## src/rtl/uart_pkg.sv

```systemverilog
`default_nettype none
// ============================================================================
//  Module      : uart_pkg
//  Description : Shared constants, frame/error enums and clogb2 helper for the
//                UART receiver, transmitter and packet controller.
//  Revision    : 1.0 - initial release
// ============================================================================
package uart_pkg;

  localparam logic [7:0] SYNC_BYTE = 8'hA5;

  typedef enum logic [2:0] {
    ST_IDLE    = 3'd0,
    ST_LEN     = 3'd1,
    ST_PAYLOAD = 3'd2,
    ST_CSUM    = 3'd3,
    ST_DRAIN   = 3'd4
  } frame_state_e;

  typedef enum logic [2:0] {
    ERR_NONE    = 3'd0,
    ERR_BADLEN  = 3'd1,
    ERR_CHKSUM  = 3'd2,
    ERR_PARITY  = 3'd3,
    ERR_TIMEOUT = 3'd4,
    ERR_OVERRUN = 3'd5
  } err_code_e;

  // Number of bits needed to hold values 0 .. value-1 (ceil(log2(value))).
  function automatic int clogb2(input int value);
    int v;
    int w;
    v = value - 1;
    w = 0;
    while (v > 0) begin
      w = w + 1;
      v = v >> 1;
    end
    return w;
  endfunction

endpackage
`default_nettype wire

```

## src/rtl/rx_frame_ctrl_if.sv

```systemverilog
`default_nettype none
// ============================================================================
//  Module      : rx_frame_ctrl_if
//  Description : Valid/ready payload byte stream from the packet controller
//                (master) to its consumer (slave).
//  Revision    : 1.0 - initial release
// ============================================================================
interface rx_frame_ctrl_if;
  logic [7:0] pkt_data;
  logic       pkt_valid;
  logic       pkt_ready;
  logic       pkt_last;
  logic [7:0] pkt_len;

  modport master (
    output pkt_data,
    output pkt_valid,
    output pkt_last,
    output pkt_len,
    input  pkt_ready
  );

  modport slave (
    input  pkt_data,
    input  pkt_valid,
    input  pkt_last,
    input  pkt_len,
    output pkt_ready
  );
endinterface
`default_nettype wire

```

## src/rtl/rx_frame_ctrl_gap_timer.sv

```systemverilog
`default_nettype none
// ============================================================================
//  Module      : gap_timer
//  Description : Inter-byte idle timer. Counts enabled cycles since the last
//                clear and pulses expired on the TERMINAL-th such cycle.
//  Revision    : 1.0 - initial release
// ============================================================================
module gap_timer
  import uart_pkg::*;
#(
  parameter int TERMINAL = 16
) (
  input  logic clk,
  input  logic rst_n,
  input  logic clear,
  input  logic enable,
  output logic expired
);

  localparam int CNT_W = clogb2(TERMINAL + 1);

  logic [CNT_W-1:0] cnt;

  // A clear in the terminal cycle wins, so the pulse is suppressed.
  assign expired = enable && !clear && (cnt == CNT_W'(TERMINAL - 1));

  // Idle-cycle counter; held at zero while disabled and restarted after expiry.
  always_ff @(posedge clk or negedge rst_n) begin
    if (!rst_n) begin
      cnt <= '0;
    end else if (clear || !enable || expired) begin
      cnt <= '0;
    end else begin
      cnt <= cnt + CNT_W'(1);
    end
  end

endmodule
`default_nettype wire

```

## src/rtl/rx_frame_ctrl.sv

```systemverilog
`default_nettype none
// ============================================================================
//  Module      : rx_frame_ctrl
//  Description : Parses SYNC/LEN/payload/CHECKSUM packets from the UART
//                receiver byte stream, buffers the payload, drains it over a
//                valid/ready stream and reports/counts aborted packets.
//  Revision    : 1.0 - initial release
// ============================================================================
module rx_frame_ctrl
  import uart_pkg::*;
#(
  parameter int CLK_FREQUENCY = 100000000,
  parameter int BAUD_RATE     = 19200,
  parameter int MAX_LEN       = 16,
  parameter int GAP_BYTES     = 4
) (
  input  logic                   clk,
  input  logic                   rst_n,
  input  logic [7:0]             rx_data,
  input  logic                   rx_strobe,
  input  logic                   rx_error,
  rx_frame_ctrl_if.master        pkt,
  output logic                   frame_err,
  output logic [2:0]             err_code,
  output logic [7:0]             err_count
);

  localparam int         IDX_W     = clogb2(MAX_LEN + 1);
  localparam int         GAP_TC    = GAP_BYTES * 11 * (CLK_FREQUENCY / BAUD_RATE);
  localparam logic [7:0] MAX_LEN_B = 8'(MAX_LEN);

  frame_state_e     state;
  frame_state_e     next_state;
  logic [7:0]       len;
  logic [7:0]       sum;
  logic [IDX_W-1:0] idx;
  logic [IDX_W-1:0] rd;
  logic [7:0]       buf_mem [MAX_LEN];
  err_code_e        err_code_reg;

  logic             abort;
  err_code_e        abort_code;
  logic             overrun;
  logic             len_ok;
  logic             wr_en;
  logic             csum_ok;
  logic             rd_adv;
  logic             last_byte;
  logic             gap_expired;
  logic             receiving;
  logic [7:0]       sum_chk;
  logic [7:0]       rd_byte;
  logic [IDX_W-1:0] idx_nxt;

  assign receiving = (state == ST_LEN) || (state == ST_PAYLOAD) || (state == ST_CSUM);
  assign sum_chk   = sum + rx_data;
  assign idx_nxt   = idx + IDX_W'(1);
  assign last_byte = (rd == (len[IDX_W-1:0] - IDX_W'(1)));
  assign rd_adv    = pkt.pkt_valid && pkt.pkt_ready;

  gap_timer #(
    .TERMINAL (GAP_TC)
  ) u_gap_timer (
    .clk     (clk),
    .rst_n   (rst_n),
    .clear   (rx_strobe),
    .enable  (receiving),
    .expired (gap_expired)
  );

  // Stream outputs come straight from registered state, never from pkt_ready.
  assign pkt.pkt_valid = (state == ST_DRAIN);
  assign pkt.pkt_data  = pkt.pkt_valid ? rd_byte : 8'h00;
  assign pkt.pkt_last  = pkt.pkt_valid && last_byte;
  assign pkt.pkt_len   = len;
  assign err_code      = err_code_reg;

  // Read-side mux over the payload flops.
  always_comb begin
    rd_byte = 8'h00;
    for (int i = 0; i < MAX_LEN; i++) begin
      if (rd == IDX_W'(i)) rd_byte = buf_mem[i];
    end
  end

  // Next-state decode and per-cycle datapath strobes.
  always_comb begin
    next_state = state;
    abort      = 1'b0;
    abort_code = ERR_NONE;
    overrun    = 1'b0;
    len_ok     = 1'b0;
    wr_en      = 1'b0;
    csum_ok    = 1'b0;
    case (state)
      ST_IDLE: begin
        if (rx_strobe && !rx_error && (rx_data == SYNC_BYTE)) next_state = ST_LEN;
      end
      ST_LEN: begin
        if (rx_strobe) begin
          if (rx_error) begin
            abort      = 1'b1;
            abort_code = ERR_PARITY;
          end else if ((rx_data == 8'h00) || (rx_data > MAX_LEN_B)) begin
            abort      = 1'b1;
            abort_code = ERR_BADLEN;
          end else begin
            len_ok     = 1'b1;
            next_state = ST_PAYLOAD;
          end
        end else if (gap_expired) begin
          abort      = 1'b1;
          abort_code = ERR_TIMEOUT;
        end
      end
      ST_PAYLOAD: begin
        if (rx_strobe) begin
          if (rx_error) begin
            abort      = 1'b1;
            abort_code = ERR_PARITY;
          end else begin
            wr_en = 1'b1;
            if (idx_nxt == len[IDX_W-1:0]) next_state = ST_CSUM;
          end
        end else if (gap_expired) begin
          abort      = 1'b1;
          abort_code = ERR_TIMEOUT;
        end
      end
      ST_CSUM: begin
        if (rx_strobe) begin
          if (rx_error) begin
            abort      = 1'b1;
            abort_code = ERR_PARITY;
          end else if (sum_chk == 8'h00) begin
            csum_ok    = 1'b1;
            next_state = ST_DRAIN;
          end else begin
            abort      = 1'b1;
            abort_code = ERR_CHKSUM;
          end
        end else if (gap_expired) begin
          abort      = 1'b1;
          abort_code = ERR_TIMEOUT;
        end
      end
      ST_DRAIN: begin
        overrun = rx_strobe;
        if (rd_adv && last_byte) next_state = ST_IDLE;
      end
      default: next_state = ST_IDLE;
    endcase
    if (abort) next_state = ST_IDLE;
  end

  // State, packet bookkeeping and error reporting registers.
  always_ff @(posedge clk or negedge rst_n) begin
    if (!rst_n) begin
      state        <= ST_IDLE;
      len          <= 8'h00;
      sum          <= 8'h00;
      idx          <= '0;
      rd           <= '0;
      frame_err    <= 1'b0;
      err_code_reg <= ERR_NONE;
      err_count    <= 8'h00;
    end else begin
      state     <= next_state;
      frame_err <= abort;
      if (len_ok) begin
        len <= rx_data;
        sum <= rx_data;
        idx <= '0;
      end
      if (wr_en) begin
        sum <= sum_chk;
        idx <= idx_nxt;
      end
      if (csum_ok) rd <= '0;
      if (rd_adv)  rd <= rd + IDX_W'(1);
      if (abort || overrun) begin
        err_code_reg <= abort ? abort_code : ERR_OVERRUN;
        if (err_count != 8'hFF) err_count <= err_count + 8'd1;
      end
    end
  end

  // Payload flops; contents after an abort are irrelevant so no reset.
  always_ff @(posedge clk) begin
    for (int i = 0; i < MAX_LEN; i++) begin
      if (wr_en && (idx == IDX_W'(i))) buf_mem[i] <= rx_data;
    end
  end

endmodule
`default_nettype wire
```

## src/flat_wrapper.sv

```systemverilog
// flat-port wrapper written by rule: the top's interface ports become plain ports
module rx_frame_ctrl_flat import uart_pkg::*;
#(
  parameter int CLK_FREQUENCY = 100000000,
  parameter int BAUD_RATE     = 19200,
  parameter int MAX_LEN       = 16,
  parameter int GAP_BYTES     = 4
)
  (clk, rst_n, rx_data, rx_strobe, rx_error, frame_err, err_code, err_count, pkt_pkt_data, pkt_pkt_valid, pkt_pkt_last, pkt_pkt_len, pkt_pkt_ready);
  rx_frame_ctrl_if pkt_i ();
  input  logic clk;
  input  logic rst_n;
  input  logic [7:0] rx_data;
  input  logic rx_strobe;
  input  logic rx_error;
  output logic frame_err;
  output logic [2:0] err_code;
  output logic [7:0] err_count;
  output wire logic [$bits(pkt_i.pkt_data)-1:0] pkt_pkt_data;
  output wire logic [$bits(pkt_i.pkt_valid)-1:0] pkt_pkt_valid;
  output wire logic [$bits(pkt_i.pkt_last)-1:0] pkt_pkt_last;
  output wire logic [$bits(pkt_i.pkt_len)-1:0] pkt_pkt_len;
  input wire logic [$bits(pkt_i.pkt_ready)-1:0] pkt_pkt_ready;
  assign pkt_pkt_data = pkt_i.pkt_data;
  assign pkt_pkt_valid = pkt_i.pkt_valid;
  assign pkt_pkt_last = pkt_i.pkt_last;
  assign pkt_pkt_len = pkt_i.pkt_len;
  assign pkt_i.pkt_ready = pkt_pkt_ready;
  rx_frame_ctrl #(.CLK_FREQUENCY(CLK_FREQUENCY), .BAUD_RATE(BAUD_RATE), .MAX_LEN(MAX_LEN), .GAP_BYTES(GAP_BYTES)) u_core (.clk(clk), .rst_n(rst_n), .rx_data(rx_data), .rx_strobe(rx_strobe), .rx_error(rx_error), .pkt(pkt_i), .frame_err(frame_err), .err_code(err_code), .err_count(err_count));
endmodule
```

## config.mk

```make
export PLATFORM = sky130hd
export DESIGN_NAME = rx_frame_ctrl_flat
export DESIGN_NICKNAME = d
export VERILOG_FILES = /design/src/rtl/uart_pkg.sv /design/src/rtl/rx_frame_ctrl_if.sv /design/src/rtl/rx_frame_ctrl_gap_timer.sv /design/src/rtl/rx_frame_ctrl.sv /design/src/flat_wrapper.sv
export SDC_FILE = /design/constraint.sdc
export NUM_CORES = 1
export LEC_CHECK = 0
export BUFFER_PORTS_ARGS = -buffer_cell sky130_fd_sc_hd__buf_4
export CAP_MARGIN = 20
export CORE_MARGIN = 2
export CORE_UTILIZATION = 60
export CTS_CLUSTER_DIAMETER = 80
export CTS_CLUSTER_SIZE = 40
export DETAILED_ROUTE_END_ITERATION = 10
export HOLD_SLACK_MARGIN = 0.12
export PLACE_DENSITY_LB_ADDON = 0.12
export SLEW_MARGIN = 20
export SYNTH_ARGS = -nofsm -noshare
export SYNTH_HDL_FRONTEND = slang
export SYNTH_HIERARCHICAL = 1
export SYNTH_SLANG_ARGS = --single-unit
export TNS_END_PERCENT = 30
```

## constraint.sdc

```tcl
create_clock -name clk -period 6.2 [get_ports clk]
set_input_delay 1.24 -clock clk [delete_from_list [all_inputs] [get_ports clk]]
set_output_delay 1.24 -clock clk [all_outputs]
set_load 0.1 [all_outputs]
```

==> summary.txt, run 1 <==
drc violations -> 0
final design utilization -> 0.6720
most common cell after layout, fill and taps aside -> edfxtp_1
initial antenna violation count -> 0
status -> finished, final reports clean
first-pass GRT wire length -> 36480 um
post-synth top area share -> 0.4203
Period Utilization, post-route -> 0.7874
Area after DPL -> 9570 um^2
maximum VDD drop -> 282.5 uV
via count -> 6702
Finished Cell Area -> 10100 um^2
CP endpoint kind -> primary output
Synth area leaders -> edfxtp_1 (42%), dfrtp_1 (16%), ha_1 (2.7%), nand2_1 (2.5%), nor2_1 (2.4%)
number of iterations in the first detailed-routing pass -> 5
#FFs+latches synth -> 187
min setup slack post-route -> 1318 ps
# fillers -> 1128
DIE WIDTH -> 127.5 um
core footprint -> 15030 um^2
number of synthesized flops with an enable pin -> 128
Post-CTS Resized -> 0
GRT Total Usage -> 0.2953
Synth Cell Area -> 9145 um^2
CP startpoint kind -> register
final wirelength -> 23500 um
WS Path Type -> reg2out
Die H -> 127.5 um
Warnings, synthesis -> 6
actual slew at the worst max-slew pin -> 1107 ps
Area Overhead vs Synth -> 10.47%
Max clock buf depth -> 2
Req. time, crit path -> 4960 ps
largest net degree at the start of global routing -> 60
CTS buffer count -> 17
Initial Util -> 0.6083
clock slew at reported path FFs -> 70 ps
Register Area -> 5320 um^2
PD cells -> 365.4 nW/um^2
drt wl/cell -> 23.15 um
cell taking the most area after synthesis -> edfxtp_1
worst rel slew slack -> 0.2595
Vias/cell -> 6.603
Largest regs -> u_core/buf_mem x128, u_core/u_gap_timer/cnt x18
Top Ports -> 43
Clock Skews -> 9.937 ps
Net Count, Synth -> 823
fraction of registers with async set/reset -> 0.3155
H-tree levels -> 4
RSZ-0062 raised after global routing -> false
Hold WS -> 502.2 ps
pre-CTS setup slack -> 1776 ps
Max Freq -> 204.8 MHz
fin nets -> 848
most frequent cells in the layout -> edfxtp_1 (128), nand2_1 (61), nor2_1 (59), dfrtp_1 (59), buf_4 (48)
grt ovf -> 0
cell count after synthesis -> 789
gpl congestion -> 0.9533
Seq/Total Area, Yosys -> 0.5817
Pleak -> 0.003721 uW
later-pin clock latency in the skew report -> 430 ps
antenna diode count -> 0
DRT antenna net count -> 0
hold buffers post-CTS -> 0
min cycle time layout -> 4882 ps
layout cells sized above 1 -> 0.1282
Synth Flop Type -> edfxtp_1
Setup Buffers After CTS -> 0
register with the most flip-flops -> u_core/buf_mem
DRT iter0 DRCs -> 798
Std-Cell Rows -> 45
Multi-input gate area -> 3547 um^2
DP HPWL -> 15560 um
setup_tns -> 0 ps
Slew Viols, Final -> 0
Clock Sinks -> 187
worst hold-check path type -> reg2reg
via count of the first global-routing pass -> 6628
Largest register FFs -> 128
mean post-synth cell area -> 11.59 um^2
Fin. Hold Viols -> 0
post-synth cell types -> 82
Setup-failing EPs final -> 0
DIE AREA -> 16240 um^2
Critical Path AT -> 3640 ps
TritonCTS clock tree -> yes
CP Max Fanout -> 24
Root Buffer -> clkbuf_16
Max Cap Viol -> 0
port buffer count -> 42
==> final cells by class <==
cell class,count,area share
Timing Repair Buffer,48,0.03567
Sequential cell,187,0.5266
Tap cell,188,0.02328
Inverter,30,0.01115
Clock inverter,13,0.009289
Clock buffer,19,0.04285
Multi-Input combinational cell,530,0.3511
==> kinds of logic after synthesis <==
family,Yosys count,share of synthesized area
and+or+nand+nor,255,0.1491
xor gates and xnor gates,39,0.03735
AOI/OAI and AO/OA,204,0.1562
DFF,187,0.5817
adders and majority gates,21,0.02955
buffers and inverters,72,0.03243
muxes,11,0.01355
==> through the flow <==
| step | instances | power (uW) |
|---|---|---|
| global route | 1015 | 3826 |
| CTS | 1015 | 3667 |
| detailed placement | 983 | 2694 |
| floorplan | 789 | 2374 |
| global placement | 983 | 2662 |
| finish | 1015 | 3691 |
==> worst max-delay path, cell delays in order, from the launching register on <==
cell and delay, ps:
dfrtp_1 460, inv_1 140, ha_1 710, nand2b_1 290, nor3_2 540, a221oi_1 220
a21oi_1 150, a21bo_2 240, a21oi_1 130, buf_4 310
==> synth_stat cells (7+ instances only) <==
| cell | count |
|---|---|
| nor4_1 | 11 |
| and3_1 | 13 |
| xor2_1 | 20 |
| nand3_1 | 17 |
| and2_1 | 9 |
| o2bb2ai_1 | 8 |
| clkbuf_1 | 24 |
| ha_1 | 20 |
| o221ai_1 | 8 |
| nor2_1 | 59 |
| a22oi_1 | 7 |
| nand2_1 | 61 |
| o22ai_1 | 13 |
| a31oi_1 | 10 |
| nand3b_1 | 8 |
| edfxtp_1 | 128 |
| dfrtp_1 | 59 |
| nor3_1 | 15 |
| mux2_2 | 7 |
| a21oi_1 | 41 |
| nor2b_1 | 10 |
| xnor2_1 | 19 |
| o21ai_0 | 40 |
| nand4_1 | 7 |
| nand2b_1 | 9 |
| buf_2 | 9 |
| inv_1 | 30 |
==> per-layer routing <==
layer	up-vias	global-route usage	part of all wire
met5	-	0	0
met4	0	0.1228	0.033
met3	50	0.05528	0.065
met2	311	0.4684	0.48
met1	3303	0.4048	0.42
li1	3038	-	-
==> where the power goes <==
part	switching, uW	internal [uW]	total (uW)
clock network	471	516	987
logic	855	398	1250
registers	78.9	1370	1450
total	1410	2290	3690
==> worst paths after layout <==
kind | startpoint | end | slack (ps) | cells past startpoint
setup / recovery | u_core/rd[0] | pkt_pkt_data[3] | 1320 | 9
hold / removal | u_core/err_count[6] | u_core/err_count[6] | 500 | 1
setup reg to reg | u_core/u_gap_timer/cnt[6] | u_core/err_count[1] | 2850 | 8
hold reg to reg | u_core/err_count[6] | u_core/err_count[6] | 500 | 1
max in group asynchronous | rst_n | u_core/sum[5] | 4790 | 1
min in group asynchronous | rst_n | u_core/err_count[4] | 890 | 1
(Power assumes the default switching activity.)
==> inputs of run 2 (changes only) <==
Clock period 6.2 ns to 5 ns, I/O delays scaled along.
==> run 2 against run 1 <==
  * Die area is the same
  * Critical path type unchanged
  * Highest routed layer unchanged
  * Total power up 28%
  * Worst hold slack got worse by 7.5 ps
  * Clock skew is 0.87 ps lower
  * Critical endpoint is now pkt_pkt_data[4]
  * Setup slack got worse by 710 ps
  * Design area up 1.0%
  * Global-route usage down 0.16 points
==> summary.txt, run 2 (synthesized netlist as in run 1, its figures left out) <==
status -> finished, final reports clean
CP endpoint kind -> primary output
actual slew at the worst max-slew pin -> 880.9 ps
Critical R2R Launch -> u_core/u_gap_timer/cnt[6]
Area Overhead vs Synth -> 11.60%
Hold WS -> 494.7 ps
H-tree levels -> 4
first-pass GRT wire length -> 36360 um
CP top delay family -> compound AO/OA/AOI/OAI gates
WS Path Type -> reg2out
Clock Skews -> 9.068 ps
Largest register FFs -> 128
worst rel slew slack -> 0.4106
Register Area -> 5321 um^2
via count of the first global-routing pass -> 6610
Top Ports -> 43
TritonCTS clock tree -> yes
Initial Util -> 0.6083
GRT Total Usage -> 0.2936
register with the most flip-flops -> u_core/buf_mem
Post-CTS Resized -> 0
DRT antenna net count -> 0
DIE WIDTH -> 127.5 um
largest net degree at the start of global routing -> 60
DRT iter0 DRCs -> 783
Worst Path Buf+Inv -> 2
grt ovf -> 0
Std-Cell Rows -> 45
Fin. Hold Viols -> 0
drt wl/cell -> 22.66 um
Die H -> 127.5 um
setup_tns -> 0 ps
CP Max Fanout -> 18
Root Buffer -> clkbuf_16
slowest stage delay, CP -> 450 ps
Req. time, crit path -> 4000 ps
via count -> 6798
Clock Sinks -> 187
RSZ-0062 raised after global routing -> false
Multi-input gate area -> 3543 um^2
Min-Delay Startpoint -> u_core/sum[0]
antenna diode count -> 0
Period Utilization, post-route -> 0.8778
CTS buffer count -> 17
Setup Buffers After CTS -> 0
final design utilization -> 0.6789
Slew Viols, Final -> 0
most frequent cells in the layout -> edfxtp_1 (128), nand2_1 (61), nor2_1 (59), dfrtp_1 (58), buf_4 (55)
Max Cap Viol -> 0
Largest regs -> u_core/buf_mem x128, u_core/u_gap_timer/cnt x18
final wirelength -> 23160 um
PD cells -> 463.2 nW/um^2
core footprint -> 15030 um^2
maximum VDD drop -> 460.6 uV
later-pin clock latency in the skew report -> 430 ps
min cycle time layout -> 4389 ps
Setup crit start -> u_core/rd[1]
drc violations -> 0
most common cell after layout, fill and taps aside -> edfxtp_1
Worst path slowest cell -> ha_1
number of iterations in the first detailed-routing pass -> 5
DIE AREA -> 16240 um^2
gpl congestion -> 0.9117
fin nets -> 855
clock slew at reported path FFs -> 70 ps
Setup-failing EPs final -> 0
Vias/cell -> 6.652
# fillers -> 1109
worst hold-check path type -> reg2reg
Max clock buf depth -> 2
layout cells sized above 1 -> 0.1379
Pleak -> 0.003781 uW
hold buffers post-CTS -> 0
port buffer count -> 42
Critical Path AT -> 3390 ps
initial antenna violation count -> 0
CP startpoint kind -> register
CP cell instances -> inv_1, ha_1, nor3_1, nand3_1, o221ai_1, a31oi_1, o31a_1, a21oi_1, buf_4
DP HPWL -> 15660 um
Max Freq -> 227.9 MHz
## run 2: tightest hold or removal path, stage by stage, from the launching register on
cell and delay [ps]:
dfrtp_1 350, nand2_1 50, nand2_1 60
## run 2: stage by stage
stage / total power (uW) / setup WS (ps) / area, um^2 / cells
final: 4728 / 611.2 / 10210 / 1022
after global routing: 4899 / 410.5 / 10210 / 1022
after CTS: 4700 / 653.9 / 10200 / 1022
after detailed placement: 3383 / 1062 / 9624 / 990
after global placement: 3344 / 1158 / 9624 / 990
after floorplan: 2945 / 8.505 / 9151 / 789
## run 2: report_power, final
group	internal (uW)	switching [uW]	leakage [uW]
Sequential	1700	96.1	0.00193
Clock	738	587	0.000291
Combinational	509	1100	0.00156
## run 2: metal layers
layer | vias up | track usage | part of all wire
li1 | 3041 | - | -
met1 | 3389 | 0.3955 | 0.42
met2 | 327 | 0.4813 | 0.50
met3 | 41 | 0.05611 | 0.060
met4 | 0 | 0.1054 | 0.023
met5 | - | 0 | 0
## run 2: final timing paths
| path | to | cells after the start | slack (ps) |
|---|---|---|---|
| setup / recovery | pkt_pkt_data[4] | 9 | 610 |
| min in group asynchronous | u_core/u_gap_timer/cnt[1] | 1 | 640 |
| hold reg to reg | u_core/sum[0] | 2 | 490 |
| max in group asynchronous | u_core/rd[2] | 1 | 3800 |
| hold / removal | u_core/sum[0] | 2 | 490 |
| setup reg to reg | u_core/err_count[1] | 8 | 1770 |
## run 2: area by class of cell
cell class,instances,share of cell area
Sequential cell,187,0.5214
Timing Repair Buffer,55,0.04046
Multi-Input combinational cell,530,0.3472
Inverter,30,0.01103
Tap cell,188,0.02305
Clock inverter,11,0.01067
Clock buffer,21,0.04622
